==> src/rtl/addr_rule_loader.sv <==
// Loads address-range comparator rules over a 64-bit cfg write port.
// Rules are disabled before base/flags change and re-enabled last, so no transient false match occurs.
module addr_rule_loader #(
  parameter int NUM_RULES      = 32,
  parameter int NUM_RULES_LOG2 = 5,
  parameter int FLAG_WIDTH     = 32,
  parameter int CFG_WIDTH      = 10,
  parameter int INIT_CLEAR     = 1
) (
  input  logic                      clk,
  input  logic                      reset_n,
  input  logic                      desc_valid,
  output logic                      desc_ready,
  input  logic [1:0]                desc_op,
  input  logic [NUM_RULES_LOG2-1:0] desc_index,
  input  logic [63:0]               desc_base,
  input  logic [63:0]               desc_size,
  input  logic [FLAG_WIDTH-1:0]     desc_flags,
  output logic [CFG_WIDTH-1:0]      cfg_address,
  output logic                      cfg_write,
  output logic [63:0]               cfg_writedata,
  output logic [7:0]                cfg_byteenable,
  output logic [NUM_RULES-1:0]      rule_live,
  output logic                      busy,
  output logic                      desc_err,
  output logic [7:0]                err_count
);

  typedef enum logic [2:0] {
    INIT_SWEEP, IDLE, W_DIS, W_BASE, W_FLAGS, W_SIZE, SWEEP, ERR
  } state_t;

  localparam logic [1:0] OP_PROGRAM    = 2'd0;
  localparam logic [1:0] OP_CLEAR_RULE = 2'd1;
  localparam logic [1:0] OP_SET_DSM    = 2'd2;
  localparam logic [1:0] OP_CLEAR_ALL  = 2'd3;

  localparam logic [CFG_WIDTH-1:0]      SIZE_OFF = CFG_WIDTH'(NUM_RULES);
  localparam logic [CFG_WIDTH-1:0]      FLAG_OFF = CFG_WIDTH'(2 * NUM_RULES);
  localparam logic [CFG_WIDTH-1:0]      DSM_ADDR = CFG_WIDTH'(3 * NUM_RULES);
  localparam logic [NUM_RULES_LOG2-1:0] LAST_IDX = NUM_RULES_LOG2'(NUM_RULES - 1);
  localparam logic                      INIT_ON  = (INIT_CLEAR != 0);

  state_t                      state_reg, state_next;
  logic                        init_pending_reg;
  logic [1:0]                  op_reg;
  logic [NUM_RULES_LOG2-1:0]   index_reg;
  logic [63:0]                 base_reg;
  logic [63:0]                 size_reg;
  logic [FLAG_WIDTH-1:0]       flags_reg;
  logic [NUM_RULES_LOG2-1:0]   sweep_idx_reg, sweep_idx_next;

  logic                        accept;
  logic                        index_bad;
  logic                        addr_wrap;
  logic [1:0]                  in_op;
  logic                        reject;
  logic [1:0]                  cur_op;
  logic [NUM_RULES_LOG2-1:0]   cur_index;
  logic [63:0]                 cur_base;
  logic [63:0]                 cur_size;
  logic [FLAG_WIDTH-1:0]       cur_flags;

  logic                        desc_ready_next;
  logic                        cfg_write_next;
  logic [CFG_WIDTH-1:0]        cfg_address_next;
  logic [63:0]                 cfg_writedata_next;
  logic [NUM_RULES-1:0]        rule_live_next;
  logic                        busy_next;
  logic                        desc_err_next;
  logic [7:0]                  err_count_next;

  always_comb begin
    accept    = desc_ready && desc_valid;
    index_bad = (32'(desc_index) >= 32'(NUM_RULES));
    // base+size carries out of 64 bits exactly when size exceeds 2^64-1-base
    addr_wrap = (desc_size > ~desc_base);
    in_op     = (desc_op == OP_PROGRAM && desc_size == 64'd0) ? OP_CLEAR_RULE : desc_op;
    reject    = ((in_op == OP_PROGRAM) && (index_bad || addr_wrap)) ||
                ((in_op == OP_CLEAR_RULE) && index_bad);
    cur_op    = accept ? in_op      : op_reg;
    cur_index = accept ? desc_index : index_reg;
    cur_base  = accept ? desc_base  : base_reg;
    cur_size  = accept ? desc_size  : size_reg;
    cur_flags = accept ? desc_flags : flags_reg;
  end

  always_comb begin
    state_next     = state_reg;
    sweep_idx_next = sweep_idx_reg;
    case (state_reg)
      IDLE: begin
        if (init_pending_reg) begin
          state_next     = INIT_SWEEP;
          sweep_idx_next = '0;
        end else if (accept) begin
          if (reject) begin
            state_next = ERR;
          end else begin
            case (in_op)
              OP_PROGRAM, OP_CLEAR_RULE: state_next = W_DIS;
              OP_SET_DSM:                state_next = W_BASE;
              default: begin
                state_next     = SWEEP;
                sweep_idx_next = '0;
              end
            endcase
          end
        end
      end
      W_DIS:   state_next = (op_reg == OP_PROGRAM) ? W_BASE : IDLE;
      W_BASE:  state_next = (op_reg == OP_SET_DSM) ? IDLE : W_FLAGS;
      W_FLAGS: state_next = W_SIZE;
      W_SIZE:  state_next = IDLE;
      ERR:     state_next = IDLE;
      INIT_SWEEP, SWEEP: begin
        if (sweep_idx_reg == LAST_IDX) begin
          state_next = IDLE;
        end else begin
          sweep_idx_next = sweep_idx_reg + NUM_RULES_LOG2'(1);
        end
      end
      default: state_next = IDLE;
    endcase

    // Outputs are registered from the state being entered, so they line up with it.
    desc_ready_next    = (state_next == IDLE);
    busy_next          = (state_next != IDLE);
    cfg_write_next     = 1'b0;
    cfg_address_next   = '0;
    cfg_writedata_next = '0;
    rule_live_next     = rule_live;
    desc_err_next      = 1'b0;
    err_count_next     = err_count;
    case (state_next)
      W_DIS: begin
        cfg_write_next   = 1'b1;
        cfg_address_next = SIZE_OFF + CFG_WIDTH'(cur_index);
        for (int i = 0; i < NUM_RULES; i++) begin
          if (cur_index == NUM_RULES_LOG2'(i)) rule_live_next[i] = 1'b0;
        end
      end
      W_BASE: begin
        cfg_write_next     = 1'b1;
        cfg_address_next   = (cur_op == OP_SET_DSM) ? DSM_ADDR : CFG_WIDTH'(cur_index);
        cfg_writedata_next = cur_base;
      end
      W_FLAGS: begin
        cfg_write_next     = 1'b1;
        cfg_address_next   = FLAG_OFF + CFG_WIDTH'(cur_index);
        cfg_writedata_next = 64'(cur_flags);
      end
      W_SIZE: begin
        cfg_write_next     = 1'b1;
        cfg_address_next   = SIZE_OFF + CFG_WIDTH'(cur_index);
        cfg_writedata_next = cur_size;
        for (int i = 0; i < NUM_RULES; i++) begin
          if (cur_index == NUM_RULES_LOG2'(i)) rule_live_next[i] = 1'b1;
        end
      end
      INIT_SWEEP, SWEEP: begin
        cfg_write_next   = 1'b1;
        cfg_address_next = SIZE_OFF + CFG_WIDTH'(sweep_idx_next);
        if (sweep_idx_next == LAST_IDX) rule_live_next = '0;
      end
      ERR: begin
        desc_err_next = 1'b1;
        if (err_count != 8'hFF) err_count_next = err_count + 8'd1;
      end
      default: ;
    endcase
  end

  always_ff @(posedge clk or negedge reset_n) begin
    if (!reset_n) begin
      state_reg        <= IDLE;
      init_pending_reg <= INIT_ON;
      op_reg           <= OP_PROGRAM;
      index_reg        <= '0;
      base_reg         <= '0;
      size_reg         <= '0;
      flags_reg        <= '0;
      sweep_idx_reg    <= '0;
      desc_ready       <= 1'b0;
      cfg_write        <= 1'b0;
      cfg_address      <= '0;
      cfg_writedata    <= '0;
      cfg_byteenable   <= '0;
      rule_live        <= '0;
      busy             <= 1'b0;
      desc_err         <= 1'b0;
      err_count        <= '0;
    end else begin
      state_reg     <= state_next;
      sweep_idx_reg <= sweep_idx_next;
      if (state_reg == IDLE) init_pending_reg <= 1'b0;
      if (accept) begin
        op_reg    <= in_op;
        index_reg <= desc_index;
        base_reg  <= desc_base;
        size_reg  <= desc_size;
        flags_reg <= desc_flags;
      end
      desc_ready     <= desc_ready_next;
      cfg_write      <= cfg_write_next;
      cfg_address    <= cfg_address_next;
      cfg_writedata  <= cfg_writedata_next;
      cfg_byteenable <= cfg_write_next ? 8'hFF : 8'h00;
      rule_live      <= rule_live_next;
      busy           <= busy_next;
      desc_err       <= desc_err_next;
      err_count      <= err_count_next;
    end
  end

endmodule

==> config.mk <==
export PLATFORM = sky130hd
export DESIGN_NAME = addr_rule_loader
export DESIGN_NICKNAME = d
export VERILOG_FILES = /design/src/rtl/addr_rule_loader.sv
export SDC_FILE = /design/constraint.sdc
export NUM_CORES = 1
export LEC_CHECK = 0
export ABC_AREA = 1
export BUFFER_PORTS_ARGS = -buffer_cell sky130_fd_sc_hd__buf_2
export CORE_ASPECT_RATIO = 0.6
export CORE_UTILIZATION = 55
export DETAILED_ROUTE_END_ITERATION = 12
export PLACE_DENSITY = 0.81
export RECOVER_POWER = 50
export SYNTH_ARGS = -nofsm -noshare
export SYNTH_HDL_FRONTEND = slang
export SYNTH_SLANG_ARGS = --single-unit
==> constraint.sdc <==
create_clock -name clk -period 2.7 [get_ports clk]
set_input_delay 0.135 -clock clk [delete_from_list [all_inputs] [get_ports clk]]
set_output_delay 0.135 -clock clk [all_outputs]
set_load 0.02 [all_outputs]
## Word level (Yosys, flattened, before mapping)

Cells that the tools add are included.

- Add/sub/neg operators: 5
- Magnitude comparators: 1
- Equal/unequal tests: 118
- Mux-type cells: 92
- Bitwise gates (word level): 1
- Reductions and logical operators: 51

Operators by type and width:

| operator | count |
|---|---|
| 64-bit one-hot mux with 3 select lines | 1 |
| 2-bit inequality test (second input constant) | 65 |
| 64-bit 2-to-1 mux | 2 |
| 4-bit AND reduction | 32 |
| 32-bit one-hot mux with 3 select lines | 1 |
| 5-bit == test (second input constant) | 18 |
| 1-bit 2-to-1 mux | 66 |
| 64-bit greater-than comparator | 1 |
| 64-bit zero test | 1 |
| 32-bit 2-to-1 mux | 2 |
| 64-bit inverter | 1 |
| 5-bit by 4-bit == test with 1-bit output (second input constant) | 8 |
| 8-bit one-hot mux with 4 select lines | 1 |
| 5-bit 2-to-1 mux | 6 |
| 3-bit == test (second input constant) | 8 |
| 5-bit by 3-bit == test with 1-bit output (second input constant) | 4 |
| 3-bit one-hot mux with 6 select lines | 1 |
| 3-bit 2-to-1 mux | 5 |
| 6-bit by 5-bit adder with 7-bit output (first input constant) | 2 |
| 3-bit by 2-bit == test with 1-bit output (second input constant) | 4 |
| 5-bit by 2-bit == test with 1-bit output (second input constant) | 2 |
| 5-bit one-hot mux with 2 select lines | 1 |
| 2-bit OR reduction | 5 |
| 7-bit by 5-bit adder with 8-bit output (first input constant) | 1 |
| 20 further kinds | 30 |

- Register bits after elaboration: 302
- Input bits: 170
- Output and inout bits: 126
- Logic and storage cells: 316

## Depth between registers and ports, before layout

- Depth in word-level cells: 14
- Mapped depth: 26
- Depth with buffers taken out: 25

## Worst setup path before layout

Ideal clock, no wire load.

- Kind: register to register
- Start: register sweep_idx_reg[0]
- End: register rule_live[15]
- Library setup time: 117 ps
- Arrival time: 2,156 ps
- Required time: 2,583 ps
- Slack: 427 ps
- Cell stages (with the launch flop): 17
- Buffers on the path: 1
- Period minus slack after synthesis: 2,273 ps
- Path through: dfrtp_1 > ha_1 > nand2_1 > nor2_1 > inv_2 > nor2_2 > clkinv_1 > nor2_2 > nor2_2 > a21oi_4 > nand3_1 > or3_1 > nand3_2 > buf_6 > nand2_1 > nand2_1 > nand2_1

- Cells in the longest elaborated chain, start to end: 8
- Elaborated cells on any way between the ends: 22
- Classes of those cells: 1 x add/sub; 8 x eq/ne; 9 x mux; 4 x reduce/logical

Ends and longest elaborated chain:

| what | RTL line | RTL |
|---|---|---|
| from (decl) | 51 | `logic [NUM_RULES_LOG2-1:0] sweep_idx_reg, sweep_idx_next;` |
| from (signal assigned) | 195 | `sweep_idx_reg <= sweep_idx_next;` |
| branches (longest 4 deep; another with 5-bit by 1-bit adder with 5-bit output) | -- |  |
| 5-bit one-hot mux with 2 select lines * | 91 | `case (state_reg)` |
| named net sweep_idx_next[0] | 51 |  |
| 5-bit == test * | 164 | `if (sweep_idx_next == LAST_IDX) rule_live_next = '0;` |
| 2-bit inequality test (no line) * | -- |  |
| 4-bit AND reduction (no line) * | -- |  |
| to (signal assigned) | 209 | `rule_live <= rule_live_next;` |
| to (decl) | 23 | `output logic [NUM_RULES-1:0] rule_live,` |

Mark *: on every way through the listed nets, which the timed path passes.
A chain may end at the register's enable or synchronous reset.

## Final worst setup path

- Start: input desc_size[38]
- End: register rule_live[7]

- Cells in the longest elaborated chain, start to end: 14
- Elaborated cells on any way between the ends: 32
- Classes of those cells: 1 x order compare; 9 x eq/ne; 12 x mux; 10 x reduce/logical

Ends and longest elaborated chain:

| what | RTL line | RTL |
|---|---|---|
| from (decl) | 17 | `input logic [63:0] desc_size,` |
| branches (longest 14 deep; another with 64-bit greater-than comparator) | -- |  |

Several ways; the timed one is not identified.

==> results.cfg <==
[run_status]
status = finished with violations
violations = setup timing

[power_and_ir_drop]
p_per_area_mw_per_mm2 = 1055
p_leak_nw = 9.726
power.share.sequential_pct = 35.9
p_clk_share_pct = 20.8
power_mw = 19.50
ir_worst_vdd_uv = 780.6
power.switching_mw = 8.008
switching_share_pct = 41.08
internal_power_mw = 11.49
pwr-share-comb_pct = 43.3

[yosys]
seq_area_frac_synth_pct = 53.47
ys_types = 40
ys.warnings.count = 0
synth.avg_cell_area_um2 = 8.317
syn_inst = 1638
synthesis.area_mm2 = 0.01362
synth_edf_count = 0
synth_flop_cell = dfrtp_1
ys_seq_elements = 291
async_flop_share_pct = 100.0

[detailed_routing]
final_antenna_net_count = 0
wl_per_cell_um = 19.35
first_iter_violations = 1433
drt-total-wl_mm = 46.78
drt_pass1_iterations = 7
vias = 13602
avgViaCountPerCell = 5.625
drc = 0

[sta]
clock_skew_ns = 0.01575
period_share_pct = 102.0
fmaxAchievable_mhz = 363.2
drv_slew = 0
rsz0062_at_grt = yes
fin_crit_ns = 2.753
slew-limit-headroom_pct = 1.422
setup_viol = 1
hold_viol = 0
fin_ws_ns = -0.05327
tightest_slew_ns = 1.479

[grt]
antenna_found_initial = 3
grt-ovfl-total = 0
grt_pass1_vias = 12738
grtUsageTotal_pct = 35.02
grt_pass1_wl_mm = 68.26
grt_max_degree = 119

[layout]
final_area_mm2 = 0.01848
drive_gt1_share_pct = 19.65
nets = 2308
synthToLayoutAreaGrowth_pct = 35.64
postLayoutCoreUtil_pct = 76.28

[clocking]
path_clk_slew_ns = 0.07
cts_buffers = 27
cts.sinks = 291
worst_skew_pair.late_latency_ns = 0.55
htreeDepth = 1
root_buffer = clkbuf_16
clockBufferDepth = 3
cts_tree = built

[floorplanning]
die_y_um = 123.9
dieArea_mm2 = 0.02542
start_util_pct = 56.24
rows = 44
core_area_mm2 = 0.02422
ios = 296
die_w_um = 205.2

[setup_path]
crit_type = input port to register
start_kind = input port
crit_required_ns = 3.12
cp_max_fo = 7
arrival_ns = 3.18
endpoint_kind = register

[place]
gp_congestion = 1.014
placed_area_mm2 = 0.01537
portBuffers = 292
hpwl_mm = 28.02

[job]
cap_violations = 0

[hold_path]
holdCritPathClass = input port to register
==> metrics by stage <==
stage	worst slack (ns)	setup TNS (ns)	instances	hold slack (ns)
4_1_cts	0.01490	0	2405	0.001277
3_5_place_dp	0.01855	0	2196	0.09603
6_report	-0.05327	-0.05327	2418	0.02380
2_1_floorplan	0.4273	0	1640	-0.1606
3_3_place_gp	0.03955	0	2196	0.09274
5_1_grt	-0.1456	-2.536	2417	0.02466
==> layer usage <==
metal / global-route usage, % / vias to the layer above / wire (um)
met5: 0 / - / 0
met4: 15.37 / 0 / 2321
met3: 7.980 / 235 / 5131
met2: 51.10 / 902 / 20290
met1: 50.32 / 6382 / 19040
li1: - / 6083 / -
==> area by class of cell <==
cell class	count	area, um^2
antenna	4	10.01
clock buffer	42	822.0
clock inverter	7	113.9
fill	1665	5746
inverter	80	306.5
multi-input combinational	1192	6061
sequential	291	7284
tap	322	402.9
timing repair buffer	480	3477
==> final timing paths <==
path	depth (start not counted)	start	slack [ns]	to
worst max-delay path	20	desc_size[38]	-0.05	rule_live[7]
worst min-delay path	3	desc_base[22]	0.02	base_reg[22]
worst max register to register	15	state_reg[0]	0	rule_live[7]
worst min register to register	2	rule_live[25]	0.47	rule_live[25]
max in group asynchronous	3	reset_n	0.42	rule_live[5]
min in group asynchronous	2	reset_n	0.47	base_reg[43]
==> synthesized netlist by cell type (12+ instances only) <==
cell	instances	area, um^2
nand3_1	69	345.3
inv_2	12	45.04
ha_1	66	825.8
a22o_1	33	289.0
a21oi_1	33	165.2
inv_1	66	247.7
nand4_1	19	118.9
o21ai_0	42	210.2
buf_4	13	97.59
nand2_1	797	2992
dfrtp_1	289	7232
clkbuf_1	52	195.2
nor2_1	64	240.2
==> power by group through the flow <==
stage	sequential, mW	combinational (mW)	clock (mW)
floorplan	7.72	4.12	0
global placement	6.95	6.95	0
detailed placement	7.00	7.14	0
CTS	6.95	7.41	4.08
global route	7.17	9.23	4.27
finish	7.00	8.45	4.05
==> cells by family after synthesis <==
| logic type | Yosys count | synth area share [%] |
|---|---|---|
| other | 1 | 0.02753 |
| flip-flops | 291 | 53.47 |
| XOR/XNOR | 8 | 0.5143 |
| AND/OR/NAND/NOR | 976 | 28.41 |
| adder cells (fa/ha/maj) | 66 | 6.062 |
| AO/OA/AOI/OAI | 139 | 6.585 |
| buffers and inverters | 157 | 4.932 |
==> repair_timing <==
action | 4_1_cts | 5_1_grt
endpoints found under the setup margin | 0 | 112
hold endpoints to repair | 299 | 0
resized for setup | 0 | 99
buffers inserted | 0 | 9
hold buffers | 160 | 0
==> worst max-delay path, stage by stage <==
cell and delay (ns):
dlygate4sd3_1 0.57, buf_2 0.15, ha_1 0.35, nand2_2 0.12, nor2_4 0.11, nand4_1 0.13
nor2_2 0.16, nand2_1 0.10, o21bai_1 0.14, nor2_1 0.07, nand2_2 0.07, nand2_1 0.07
nand2_2 0.10, nand3_2 0.09, o21bai_4 0.18, buf_12 0.16, clkbuf_16 0.15, nand2_1 0.08
nand2_1 0.12, nand2_1 0.10
==> cells in the final DEF (no fill, tap or decap), drive strengths merged <==
cell type and count:
dlymetal6s4s 10, o21bai 2, o21ai 54, dlygate4sd3 150, or2 5, xnor2 2, ha 66, inv 79
clkbuf 99, a21o 3, a22oi 8, a31oi 1, nand2 797, xor2 6, nand3 70, conb 3
dfstp 2, dfrtp 289, nand4 19, diode 4, a311oi 1, a21oi 34, o21a 3, a22o 33
nor4 3, nor2 68, buf 263, bufinv 3, nor3 12, nand3b 1, clkinv 5, or3 1
No activity file was read; power rests on OpenSTA's default activity.
